==> config.mk <==
export PLATFORM = sky130hd
export DESIGN_NAME = fetch
export DESIGN_NICKNAME = d
export VERILOG_FILES = /design/src/rtl/fetch_pkg.sv /design/src/rtl/fetch_skid.sv /design/src/rtl/fetch.sv
export SDC_FILE = /design/constraint.sdc
export NUM_CORES = 1
export LEC_CHECK = 0
export CAP_MARGIN = 10
export CORE_AREA = 3 3 140 88
export CTS_CLUSTER_SIZE = 30
export DETAILED_ROUTE_END_ITERATION = 7
export DIE_AREA = 0 0 143 91
export GPL_ROUTABILITY_DRIVEN = 1
export GPL_TIMING_DRIVEN = 0
export PLACE_DENSITY = 0.84
export SLEW_MARGIN = 10
export SYNTH_ARGS = -nofsm -noshare
export SYNTH_HDL_FRONTEND = slang
export SYNTH_HIERARCHICAL = 1
export SYNTH_SLANG_ARGS = --single-unit
==> constraint.sdc <==
create_clock -name i_clk -period 5.2 [get_ports i_clk]
set_input_delay 1.04 -clock i_clk [delete_from_list [all_inputs] [get_ports i_clk]]
set_output_delay 1.04 -clock i_clk [all_outputs]
set_load 0.02 [all_outputs]
==> src/rtl/fetch_pkg.sv <==
// Shared definitions for the instruction fetch stage: datapath width,
// the canonical NOP, the default reset vector and the IF/ID entry layout.
package fetch_pkg;

    localparam int XLEN = 32;
    localparam logic [XLEN-1:0] NOP_INST           = 32'h0000_0013;
    localparam logic [XLEN-1:0] DEFAULT_RESET_ADDR = 32'h0000_0000;

    typedef struct packed {
        logic            valid;
        logic [XLEN-1:0] inst;
        logic [XLEN-1:0] pc;
    } ifid_t;

    function automatic logic [XLEN-1:0] word_align(input logic [XLEN-1:0] addr);
        return {addr[XLEN-1:2], 2'b00};
    endfunction

endpackage

==> src/rtl/fetch_skid.sv <==
// One-entry holding buffer for an instruction response that returns while
// the IF/ID register is stalled.
module fetch_skid
    import fetch_pkg::*;
(
    input  logic            i_clk,
    input  logic            i_rst,
    input  logic            i_load,
    input  logic            i_drain,
    input  logic            i_clear,
    input  logic [XLEN-1:0] i_inst,
    input  logic [XLEN-1:0] i_pc,
    output ifid_t           o_entry
);

    logic            valid_q;
    logic [XLEN-1:0] inst_q;
    logic [XLEN-1:0] pc_q;

    always_ff @(posedge i_clk) begin
        if (i_rst || i_clear) begin
            valid_q <= 1'b0;
        end else if (i_load) begin
            valid_q <= 1'b1;
        end else if (i_drain) begin
            valid_q <= 1'b0;
        end
    end

    // NOTE: payload needs no reset; it is only observed while valid_q is set.
    always_ff @(posedge i_clk) begin
        if (i_load) begin
            inst_q <= i_inst;
            pc_q   <= i_pc;
        end
    end

    assign o_entry = '{valid: valid_q, inst: inst_q, pc: pc_q};

endmodule

==> src/rtl/fetch.sv <==
// Instruction fetch stage: issues sequential reads, registers the response
// into IF/ID, and handles stall/redirect. Define FETCH_SKID_EN to add a skid entry.
module fetch
    import fetch_pkg::*;
#(
    parameter logic [XLEN-1:0] RESET_ADDR = DEFAULT_RESET_ADDR
) (
    input  logic            i_clk,
    input  logic            i_rst,
    input  logic            i_if_id_halt,
    input  logic            i_redirect,
    input  logic [XLEN-1:0] i_redirect_pc,
    output logic            o_imem_ren,
    output logic [XLEN-1:0] o_imem_raddr,
    input  logic [XLEN-1:0] i_imem_rdata,
    output logic            o_valid,
    output logic [XLEN-1:0] o_inst,
    output logic [XLEN-1:0] o_pc
);

    logic [XLEN-1:0] pc_q;
    logic [XLEN-1:0] req_pc_q;
    logic            req_vld_q;
    logic            issue;
    ifid_t           skid;

    // The issue condition is also the IF/ID load condition.
    assign issue        = !i_if_id_halt && !i_redirect;
    assign o_imem_ren   = issue && !i_rst;
    assign o_imem_raddr = pc_q;

`ifdef FETCH_SKID_EN
    localparam bit SKID_EN = 1'b1;

    logic skid_load;
    logic skid_drain;

    assign skid_load  = i_if_id_halt && !i_redirect && req_vld_q;
    assign skid_drain = issue && skid.valid;

    fetch_skid u_skid (
        .i_clk   (i_clk),
        .i_rst   (i_rst),
        .i_load  (skid_load),
        .i_drain (skid_drain),
        .i_clear (i_redirect),
        .i_inst  (i_imem_rdata),
        .i_pc    (req_pc_q),
        .o_entry (skid)
    );
`else
    localparam bit SKID_EN = 1'b0;

    assign skid = '0;
`endif

    // NOTE: every register here uses <= so all updates see pre-edge values.
    always_ff @(posedge i_clk) begin
        if (i_rst) begin
            pc_q      <= RESET_ADDR;
            req_pc_q  <= RESET_ADDR;
            req_vld_q <= 1'b0;
            o_valid   <= 1'b0;
            o_inst    <= NOP_INST;
            o_pc      <= '0;
        end else begin
            req_vld_q <= issue;

            if (issue) begin
                req_pc_q <= pc_q;
                pc_q     <= pc_q + XLEN'(4);
            end else if (i_redirect) begin
                pc_q <= word_align(i_redirect_pc);
            end else if (!SKID_EN && req_vld_q) begin
                // Stalled with a response landing and nowhere to keep it: refetch it.
                pc_q <= req_pc_q;
            end

            if (i_redirect) begin
                o_valid <= 1'b0;
            end else if (!i_if_id_halt) begin
                if (skid.valid) begin
                    o_valid <= 1'b1;
                    o_inst  <= skid.inst;
                    o_pc    <= skid.pc;
                end else if (req_vld_q) begin
                    o_valid <= 1'b1;
                    o_inst  <= i_imem_rdata;
                    o_pc    <= req_pc_q;
                end else begin
                    o_valid <= 1'b0;
                end
            end
        end
    end

endmodule
==> Word level (Yosys, flattened, before mapping) <==
Index checks and enable logic that the tools add are counted.
{ "word_totals": {"ff_bits": 130, "in_bits": 68, "wordCells": 21} }
{ "classes": {"reduce_logical": 8, "addsub": 1, "n_bitwise": 2, "mux": 4} }
{ "op_table": {"columns": ["op", "n"], "rows": [
  ["2-to-1 mux 32 bit", 3],
  ["adder 32 x 3 -> 32 bit (second input constant)", 1],
  ["logical NOT 1 bit", 3],
  ["AND reduction 3 bit", 1],
  ["nonzero test 3 bit", 1],
  ["logical AND 1 bit", 2],
  ["inverter 1 bit", 2],
  ["OR reduction 2 bit", 1],
  ["2-to-1 mux 1 bit", 1]
]} }

==> Depth between registers and ports, before layout <==
Gate-level depths: netlist (run 1).
{ "logic_depth": {"depth_word": 3, "ltp_mapped": 7} }

==> Worst setup path after synthesis (run 1) <==
No wires, ideal clock.
{ "synth_timing": {"kind": "input to output", "from": "input port i_redirect", "to": "output port o_imem_ren", "path_slack_ns": 2.315, "t_required_ns": 4.160, "n_path_buf": 2, "cell_stages": 4, "arrival_time_ns": 1.845, "path_cell_list": "clkbuf_1 > or3_1 > clkbuf_1 > inv_1"} }
{ "synth_via": {"elab_chain_len": 3} }
{ "synth_rtl": {"columns": ["item", "line_no", "text"], "rows": [
  ["from (decl)", "fetch.sv:11", "input logic i_redirect,"],
  ["logical NOT 1 bit", "fetch.sv:28", "assign issue = !i_if_id_halt && !i_redirect;"],
  ["logical AND 1 bit", "fetch.sv:28", null],
  ["logical AND 1 bit", "fetch.sv:29", "assign o_imem_ren = issue && !i_rst;"],
  ["to (decl)", "fetch.sv:13", "output logic o_imem_ren,"]
]} }
No other way between the ends.

==> Final worst setup path (run 1) <==
{ "layout_timing": {"from": "input port i_if_id_halt", "to": "output port o_imem_ren"} }
{ "layout_via": {"elab_chain_len": 3} }
{ "layout_rtl": {"columns": ["item", "line_no", "text"], "rows": [
  ["from (decl)", "fetch.sv:10", "input logic i_if_id_halt,"],
  ["logical NOT 1 bit", null, null],
  ["logical AND 1 bit", "fetch.sv:28", null],
  ["logical AND 1 bit", "fetch.sv:29", null]
]} }
No other way between the ends.

==> results.md, run 1 <==
* Sequential share of power at 0.395
* Largest net degree at the start of global routing at 17
* Fraction of layout instances using a drive strength above 1 at 0.04747
* VDD IR max at between 0.2 and 0.25 mV
* Critical path peak fanout at 6
* Flops & latches, synth at between 100 and 150
* TritonCTS clock tree: yes
* Post-CTS sizing at 0
* CTS Buf Count at 17
* Die area at about 13,000 sq um
* CTS max path bufs at 2
* CP max stage cell: clkdlybuf4s50_1
* Worst clock skew at 0.01018 ns
* Synth Instances at 754
* Worst-path clk slew at approximately 0.06 ns
* Port bufs at roughly 160
* Final setup viols at 0
* Fin. max-slew vios at 0
* IO Count at between 150 and 200
* P per Cell Area at around 330 nW/um^2
* Non-Filler Instances at approximately 1,100
* TNS Setup at 0 ns
* Crit Reg-Reg Startpoint: req_vld_q
* Sequential area share after synthesis at 0.4617
* Drt wl/cell at approximately 19 microns
* Vias in the first global route at between 5,000 and 6,000
* DRT Pass-1 Iters at 6
* Ys Warns at 6
* Crit-path cells: clkdlybuf4s50_1, or3_1, clkbuf_1, inv_1, clkdlybuf4s50_1
* Metal3 WL at 2.596 mm
* Die height at 91 microns
* Num rows at 30
* Placed insts at around 1,100
* Top sig layer: met4
* Cell internal pwr at 2011 uW
* Logic gate share of total power at 0.100
* Detail Route Antenna Nets at 0
* Hold Violations, Final at 0
* Worst EP required at about 4.2 ns
* Synth-to-layout area growth at 43.77%
* Status: finished, final reports clean
* Cell Area, Synth at 5637 sq um
* Min Tclk post-route at roughly 3.9 ns
* Worst setup startpoint: i_if_id_halt
* Startpoint Class: input port
* Post-CTS Setup Inserts at 0
* Die span in x at around 140 microns
* RSZ-0062 raised after global routing: false
* Total power at ~2700 uW
* Placed wire-length estimate at around 14 mm
* Clk Latency, worst-skew pair at around 0.42 ns
* Final #Nets at around 1,000
* Slew HR at 0.3283
* Net Count, Synth at roughly 820
* # DRC at 0
* FMAX at between 200 and 300 MHz
* Critical path arrival at between 2 and 3 ns
* Final Cycle Share at 0.7471
* Worst path most repeated cell: clkdlybuf4s50_1
* CTS root buf: clkbuf_16
* Min-Delay Startpoint: o_pc[6]
* Fin Hold WS at 0.4530 ns
* Measured slew at the worst slew-check pin at ~1 ns
* Switching share of power at 0.2510
* FF-to-FF setup slack at 2.61 ns
* Antenna diodes at 0
* Max cap viols at 0
* Vias at roughly 6,400
* GRT overflow at 0
* Critical path type: input port to primary output
* Hold WC Path Type: flip-flop to flip-flop
* First-pass GRT wire length at between 30 and 40 mm
* Syn_area_per_cell at between 7 and 8 sq um
* M1 WL at between 8 and 9 mm
* DR iter-0 viols at between 800 and 900
* Non-Filler Cell Area, Final at ~8100 sq um
* Hold-fix buffers, CTS at 0
* H-tree Lvls at 4
* DR vias/cell at 5.857
* Sw Pwr at approximately 670 uW
* Clk network pwr share at 0.505
* Gpl congestion at slightly below 1
* Total track usage at 0.3088
* Initial antenna violation count at 0
* # clock sinks at between 100 and 150
* Met2 wire length at approximately 8.4 mm
* Unique masters post-synth at 46
* WL final at slightly above 20 mm
* Leak Pwr at ~0.0027 uW
* Max incr delay on CP at just over 0.6 ns
* Core area at between 10,000 and 15,000 sq um
* Placed Area at approximately 7400 sq um
* Starting Density at 0.5056
* Crit end category: primary output
## cells by family after synthesis
kind of cell,count (synthesis),synth area share
XOR/XNOR,4,0.006215
flip-flops,130,0.4617
AND/OR/NAND/NOR,341,0.2635
multiplexers,12,0.02220
adder cells (fa/ha/maj),1,0.002219
buffers and inverters,66,0.04462
AO/OA/AOI/OAI,200,0.1996
## layout make-up
cell class                 count  area [sq um]
tap                          144         180.2
buffer                        59         225.2
clock buffer                  18         439.2
fill                         902          3044
inverter                       7         26.28
sequential                   130          2603
clock inverter                14         226.5
timing repair buffer         162          1622
multi-input combinational    558          2783
## registers in the layout (all words and copies together), names as in the netlist
signal,count
o_imem_raddr,32
o_inst,32
o_pc,32
req_pc_q,32
o_valid,1
req_vld_q,1
## cell usage after synthesis (all sizes together)
cell type / number / share of area
nor2b: 6 / 0.0067
a21oi: 125 / 0.11
a2bb2oi: 1 / 0.0016
nor3: 14 / 0.012
nand3: 9 / 0.0080
nor2: 36 / 0.024
o32ai: 5 / 0.0078
mux2i: 8 / 0.014
a221oi: 6 / 0.010
xor2: 4 / 0.0062
nand4: 12 / 0.017
and4: 3 / 0.0047
nand2: 227 / 0.15
clkbuf: 49 / 0.033
dfxtp: 130 / 0.46
ha: 1 / 0.0022
o31ai: 4 / 0.0053
nor3b: 3 / 0.0040
and2: 3 / 0.0033
a31oi: 4 / 0.0044
inv: 7 / 0.0047
nand2b: 4 / 0.0044
or4: 2 / 0.0027
buf: 10 / 0.0071
nand3b: 3 / 0.0040
a22oi: 4 / 0.0053
a41oi: 1 / 0.0016
o21ai: 35 / 0.031
mux2: 4 / 0.0080
nor4: 13 / 0.014
a21boi: 1 / 0.0013
or3: 2 / 0.0022
o31a: 2 / 0.0031
a32oi: 1 / 0.0016
and3: 2 / 0.0022
o22ai: 3 / 0.0033
o21a: 1 / 0.0013
or2: 2 / 0.0022
a311o: 1 / 0.0018
a211oi: 5 / 0.0067
o221a: 1 / 0.0020
## cell usage in the layout, fill, tap and decap left out, types with 6 or more instances in the layout
cell type,n
clkbuf_1,48
mux2i_1,8
buf_1,8
clkbuf_16,17
inv_1,7
a21oi_1,125
nand2_1,227
o21ai_0,35
nor2_1,36
dfxtp_1,130
nand3_1,9
nand4_1,10
clkdlybuf4s50_1,162
nor3_1,14
nor2b_1,6
nor4_1,13
## power by group through the flow
stage | sequential (uW) | clock, uW | combinational (uW)
after floorplan | 1090 | 0 | 108
after global placement | 1080 | 0 | 257
after detailed placement | 1080 | 0 | 260
after CTS | 1060 | 1350 | 263
after global routing | 1060 | 1400 | 287
final | 1060 | 1360 | 269
## metal layers
layer	GRT usage	vias up
li1	-	2960
met1	0.4522	2910
met2	0.4391	456
met3	0.09000	70
met4	0.09019	0
met5	0	-
## critical path: cells and delay by family
family                 cells  cell delay [ns]
buffers and inverters      4             1.43
AND/OR/NAND/NOR            1             0.38
## per-stage QoR
step / worst slack [ns] / utilization
floorplan: 2.315 / -
finish: 1.315 / 0.7269
global placement: 1.382 / 0.6672
CTS: 1.350 / 0.7269
global route: 1.245 / 0.7269
detailed placement: 1.352 / 0.6672
## worst paths after layout
path	endpoint	depth (start not counted)
worst max-delay path	o_imem_ren	5
worst min-delay path	o_pc[6]	2
worst max register to register	o_pc[26]	6
worst min register to register	o_pc[6]	2
No activity file was read; power rests on OpenSTA's default activity.
==> inputs of run 2 (changes only) <==
Settings changed: CORE_AREA 3 3 140 88 to 3 3 146 91, DIE_AREA 0 0 143 91 to 0 0 149 94, PLACE_DENSITY 0.84 to 0.79.
Clock period 5.2 ns to 3.9 ns, I/O delays scaled along.
==> run 2 against run 1 <==
- utilization shrank 5.1 points
- clock skew shrank 0.0056 ns
- first-iteration DRC count shrank 13%
- flip-flop and latch count is the same
- total power grew 33%
- worst setup slack lost 0.75 ns
- cell count grew 1.9%
- worst hold slack gained 0.0013 ns
- final area grew 0.36%
- combinational power grew 33%
- via count shrank 2.0%
- largest cell class unchanged
- largest power group unchanged
==> results.md, run 2 (synthesized netlist as in run 1, its figures left out) <==
* Worst-path clk slew at 0.06 ns (about the same)
* RSZ-0062 raised after global routing: false
* Gpl congestion at 0.9521 (-2.6%)
* Die height at 94 microns (+3.3%)
* # DRC at 0 (unchanged)
* Measured slew at the worst slew-check pin at 1.028 ns (+0.02423 ns)
* CTS Buf Count at 17 (unchanged)
* Fraction of layout instances using a drive strength above 1 at 0.04747 (unchanged)
* Port bufs at 162 (unchanged)
* Hold WC Path Type: flip-flop to flip-flop
* Critical path peak fanout at 6 (unchanged)
* Commonest cells after routing, fill and taps aside: 227 x nand2_1, 162 x clkdlybuf4s50_1, 130 x dfxtp_1
* Worst clock skew at 0.004625 ns (-0.005551 ns)
* H-tree Lvls at 4 (unchanged)
* Vias at 6,271 (-2.0%)
* P per Cell Area at 439.1 nW/um^2 (+33%)
* Vias in the first global route at 5,839 (-1.5%)
* Worst EP required at 3.12 ns (-1.04 ns)
* DRT Pass-1 Iters at 6 (unchanged)
* Startpoint Class: input port
* CTS root buf: clkbuf_16
* VDD IR max at 0.3508 mV (+51%)
* Largest net degree at the start of global routing at 17 (unchanged)
* Worst reg-to-reg path cell count at 6 (unchanged)
* IO Count at 166 (unchanged)
* GRT overflow at 0 (unchanged)
* Leak Pwr at 0.002735 uW (+0.19%)
* TritonCTS clock tree: yes
* Num rows at 31 (+3.3%)
* Post-CTS Setup Inserts at 0 (unchanged)
* Die area at 14,010 sq um (+7.6%)
* Placed Area at 7465 sq um (+0.35%)
* Fin. max-slew vios at 0 (unchanged)
* Most common cell after layout, fill and taps aside: nand2_1
* Hold Violations, Final at 0 (unchanged)
* WHS Path Cells at 2 (unchanged)
* FMAX at about 300 MHz
* Die span in x at 149 microns (+4.2%)
* Synth-to-layout area growth at 44.28%
* Status: finished, final reports clean
* WL final at 20.41 mm (+0.60%)
* Slew HR at 0.3121 (-0.01621)
* Detail Route Antenna Nets at 0 (unchanged)
* Core area at 12,020 sq um (+7.9%)
* Final setup viols at 0 (unchanged)
* Hold-fix buffers, CTS at 0 (unchanged)
* Final Cycle Share at 0.8559
* Min Tclk post-route at 3.338 ns
* DR vias/cell at 5.634 (-3.8%)
* Number of fillers in the final layout at 1,044 (+16%)
* Post-layout util at 0.6764 (-0.05056)
* Initial antenna violation count at 0 (unchanged)
* Crit end category: primary output
* Non-Filler Instances at 1,113 (+1.9%)
* Total track usage at 0.2887 (-0.02009)
* Critical path type: input port to primary output
* Final #Nets at 1,004 (unchanged)
* Placed wire-length estimate at 14.43 mm (+0.80%)
* First-pass GRT wire length at 31.56 mm (-0.50%)
* CTS max path bufs at 2 (unchanged)
* Critical path arrival at 2.56 ns (-0.28 ns)
* Post-CTS sizing at 0 (unchanged)
* Clk Latency, worst-skew pair at 0.41 ns (about the same)
* DR iter-0 viols at 769 (-13%)
* Placed insts at 1,081 (+2.0%)
* Drt wl/cell at 18.34 microns (-1.3%)
* # clock sinks at 130 (unchanged)
* Max cap viols at 0 (unchanged)
* Antenna diodes at 0 (unchanged)
* TNS Setup at 0 ns (unchanged)
* Non-Filler Cell Area, Final at 8133 sq um (+0.36%)
* Starting Density at 0.4688 (-0.03683)
-- run 2: changes by cell type in the layout (fill, tap and decap cells not counted) --
cell and change:
inv_6 -1, clkinv_4 -3, clkinv_2 +2, clkbuf_8 +2
-- run 2: critical path, cell delays in order --
cell and delay, ns:
clkdlybuf4s50_1 0.46, or3_1 0.38, clkbuf_1 0.20, inv_1 0.13, clkdlybuf4s50_1 0.61
-- run 2: path summary, 6_finish.rpt --
check                     from  slack (ns)          to
hold / removal       o_inst[8]        0.45   o_inst[8]
setup / recovery  i_if_id_halt        0.56  o_imem_ren
setup reg to reg     req_vld_q        1.30  o_inst[28]
hold reg to reg      o_inst[8]        0.45   o_inst[8]
-- run 2: power breakdown --
group	switching, uW	internal [uW]
combinational	200	158
clock	612	1190
sequential	51.2	1360
-- run 2: final cells by class --
type	count	area, sq um	share of cell area
sequential	130	2603	0.3200
clock inverter	12	201.4	0.02477
multi-input combinational	558	2783	0.3422
buffer	59	225.2	0.02769
timing repair buffer	162	1622	0.1994
inverter	7	26.28	0.003231
clock buffer	20	466.7	0.05738
tap	165	206.4	0.02538
-- run 2: through the flow --
stage / hold slack [ns] / total power [uW] / worst slack, ns
final: 0.4543 / 3571 / 0.5622
after CTS: 0.4546 / 3576 / 0.5698
after global placement: 0.4419 / 1781 / 0.5675
after global routing: 0.4737 / 3670 / 0.5044
after detailed placement: 0.4466 / 1785 / 0.5736
after floorplan: 0.4416 / 1596 / 1.535
-- run 2: metal layers --
metal	vias to the layer above	wire length [microns]	global-route usage
li1	2963	-	-
met1	2844	8907	0.4160
met2	421	8409	0.4152
met3	43	2729	0.08438
met4	0	364	0.08987
met5	-	0	0
==> inputs of run 3 (changes only) <==
Settings changed: CTS_CLUSTER_DIAMETER from default to 120, GPL_TIMING_DRIVEN 0 to 1.
==> run 3 against run 2 <==
- utilization fell by 1.4 points
- largest cell class unchanged
- sequential power barely moved
- clock-buffer cell count fell by 1
- critical endpoint unchanged
- maximum frequency rose by 3.2%
- non-clock buffer count fell by 47
==> results.md, run 3 (synthesized netlist as in run 1, its figures left out) <==
* Status: finished, final reports clean
* Cell internal pwr at 2553 uW (-5.7%)
* CTS root buf: clkbuf_16
* Sw Pwr at 825.3 uW (-4.4%)
* Commonest cells after routing, fill and taps aside: 226 x nand2_1, 161 x clkdlybuf4s50_1, 130 x dfxtp_1
* Area taken by multi-input logic gates at 2800 sq um (+0.63%)
* Die span in x at 149 microns (unchanged)
* Worst clock skew at 0.006468 ns (+0.001843 ns)
* WHS Path Cells at 2 (unchanged)
* GRT overflow at 0 (unchanged)
* DR iter-0 viols at 571 (-26%)
* Worst-path clk slew at 0.06 ns (about the same)
* Non-Filler Instances at 1,066 (-4.2%)
* Post-layout util at 0.6625 (-0.01384)
* First-pass GRT wire length at 28.29 mm (-10%)
* Number of fillers in the final layout at 1,036 (-0.77%)
* Starting Density at 0.4688 (unchanged)
* Synth-to-layout area growth at 41.33%
* Hold Violations, Final at 0 (unchanged)
* Sequential share of power at 0.419 (+0.023)
* FF-to-FF setup slack at 1.34 ns (+0.04 ns)
* Initial antenna violation count at 0 (unchanged)
* Total power at 3378 uW (-5.4%)
* CP max stage cell: clkdlybuf4s50_1
* VDD IR max at 0.3363 mV (-4.1%)
* Core area at 12,020 sq um (unchanged)
* CTS Buf Count at 17 (unchanged)
* Min Tclk post-route at 3.233 ns (-0.1044 ns)
* Fraction of layout instances using a drive strength above 1 at 0.06437 (+0.01690)
* Final setup viols at 0 (unchanged)
* Critical path peak fanout at 6 (unchanged)
* Crit end category: primary output
* WL final at 17.69 mm (-13%)
* IO Count at 166 (unchanged)
* Worst reg-to-reg path cell count at 6 (unchanged)
* Reg area at 2603 sq um (unchanged)
* Slew HR at 0.5059 (+0.1939)
* Largest net degree at the start of global routing at 70 (+53)
* Total track usage at 0.2534 (-0.03537)
* Final #Nets at 957 (-4.7%)
* Placed insts at 1,034 (-4.3%)
* CTS max path bufs at 2 (unchanged)
* Critical path type: input port to primary output
* Reg2Reg Capture Point: o_imem_raddr[30]
* Vias at 5,844 (-6.8%)
* Max cap viols at 0 (unchanged)
* Leak Pwr at 0.002693 uW (-1.5%)
* Antenna diodes at 0 (unchanged)
* Logic gate share of total power at 0.097 (-0.003)
* DRT Pass-1 Iters at 5 (-1)
* Critical path arrival at 2.45 ns (-0.11 ns)
* Die height at 94 microns (unchanged)
* Fin. max-slew vios at 0 (unchanged)
* Switching share of power at 0.2443 (+0.002677)
* RSZ-0062 raised after global routing: false
* Gpl congestion at 0.8717 (-8.4%)
* Crit-path cells: clkdlybuf4s50_1, or3_1, inv_1, clkdlybuf4s50_1
* Placed wire-length estimate at 11.67 mm (-19%)
* Hold WC Path Type: flip-flop to flip-flop
* Drt wl/cell at 16.60 microns (-9.5%)
* CP top delay family: buffers and inverters
* Detail Route Antenna Nets at 0 (unchanged)
* Startpoint Class: input port
* Post-CTS sizing at 0 (unchanged)
* Crit Reg-Reg Startpoint: o_imem_raddr[2]
* Post-CTS Setup Inserts at 0 (unchanged)
* Clk Latency, worst-skew pair at 0.41 ns (about the same)
* Worst path most repeated cell: clkdlybuf4s50_1
* P per Cell Area at 424.1 nW/um^2 (-3.4%)
* FMAX at 309.3 MHz (+3.2%)
* Num rows at 31 (unchanged)
* Clk network pwr share at 0.484 (-0.020)
* DR vias/cell at 5.482 (-2.7%)
* Final Cycle Share at 0.8291 (-0.02677)
* TritonCTS clock tree: yes
* # DRC at 0 (unchanged)
* # clock sinks at 130 (unchanged)
* Worst setup startpoint: i_if_id_halt
* Min-Delay Startpoint: o_inst[7]
* Measured slew at the worst slew-check pin at 0.7343 ns (-0.2938 ns)
* H-tree Lvls at 4 (unchanged)
* Worst EP required at 3.12 ns (about the same)
* Die area at 14,010 sq um (unchanged)
* Worst hold endpoint: o_inst[7]
* Vias in the first global route at 5,372 (-8.0%)
* TNS Setup at 0 ns (unchanged)
* Hold-fix buffers, CTS at 0 (unchanged)
* Most common cell after layout, fill and taps aside: nand2_1
* Port bufs at 163 (+0.62%)
* Max incr delay on CP at 0.61 ns (about the same)
* CP bufs+invs at 3 (-1)
-- run 3: cell types whose count changed in the layout (fill, tap and decap cells not counted), moves of 2 or more --
cell       before  now
clkinv_2        2    4
nor2_4          0    2
buf_1           8    0
buf_4           0   11
nor2_1         36   34
clkbuf_1       48    0
bufinv_16       5    3
-- run 3: power by group through the flow --
stage	combinational, uW	sequential (uW)	clock, uW
3_5_place_dp	323	1440	0
2_1_floorplan	144	1450	0
6_report	326	1420	1640
3_3_place_gp	320	1440	0
4_1_cts	326	1410	1660
5_1_grt	354	1420	1720
-- run 3: routing by layer --
metal | up-vias | GRT usage | part of all wire | routed length (microns)
li1 | 2861 | - | - | -
met4 | 0 | 0.06245 | 0.0096 | 170
met1 | 2694 | 0.3761 | 0.46 | 8213
met5 | - | 0 | 0 | 0
met2 | 265 | 0.3629 | 0.43 | 7575
met3 | 24 | 0.06847 | 0.098 | 1734
-- run 3: area by class of cell --
class	count	share of cell area
multi-input combinational	558	0.3515
tap	165	0.02591
timing repair buffer	174	0.2158
clock buffer	19	0.05686
sequential	130	0.3267
clock inverter	13	0.01995
inverter	7	0.003298
-- run 3: tightest hold or removal path, stage by stage (launching register included) --
cell and delay, ns:
dfxtp_1 0.30, nand2_1 0.05, a21oi_1 0.05
-- run 3: metrics by stage --
stage / hold WS, ns / setup WS, ns / area (sq um)
2_1_floorplan: 0.4416 / 1.535 / 5637
3_3_place_gp: 0.4409 / 0.6254 / 7355
3_5_place_dp: 0.4461 / 0.5841 / 7355
4_1_cts: 0.4538 / 0.6598 / 7966
5_1_grt: 0.4675 / 0.6155 / 7966
6_report: 0.4523 / 0.6666 / 7966
-- run 3: worst max-delay path by stage --
stage,cells after the start,endpoint
final,4,o_imem_ren
after global routing,4,o_imem_ren
after CTS,4,o_imem_ren
after detailed placement,5,o_imem_raddr[25]
after global placement,5,o_imem_raddr[25]
after floorplan,4,o_imem_ren
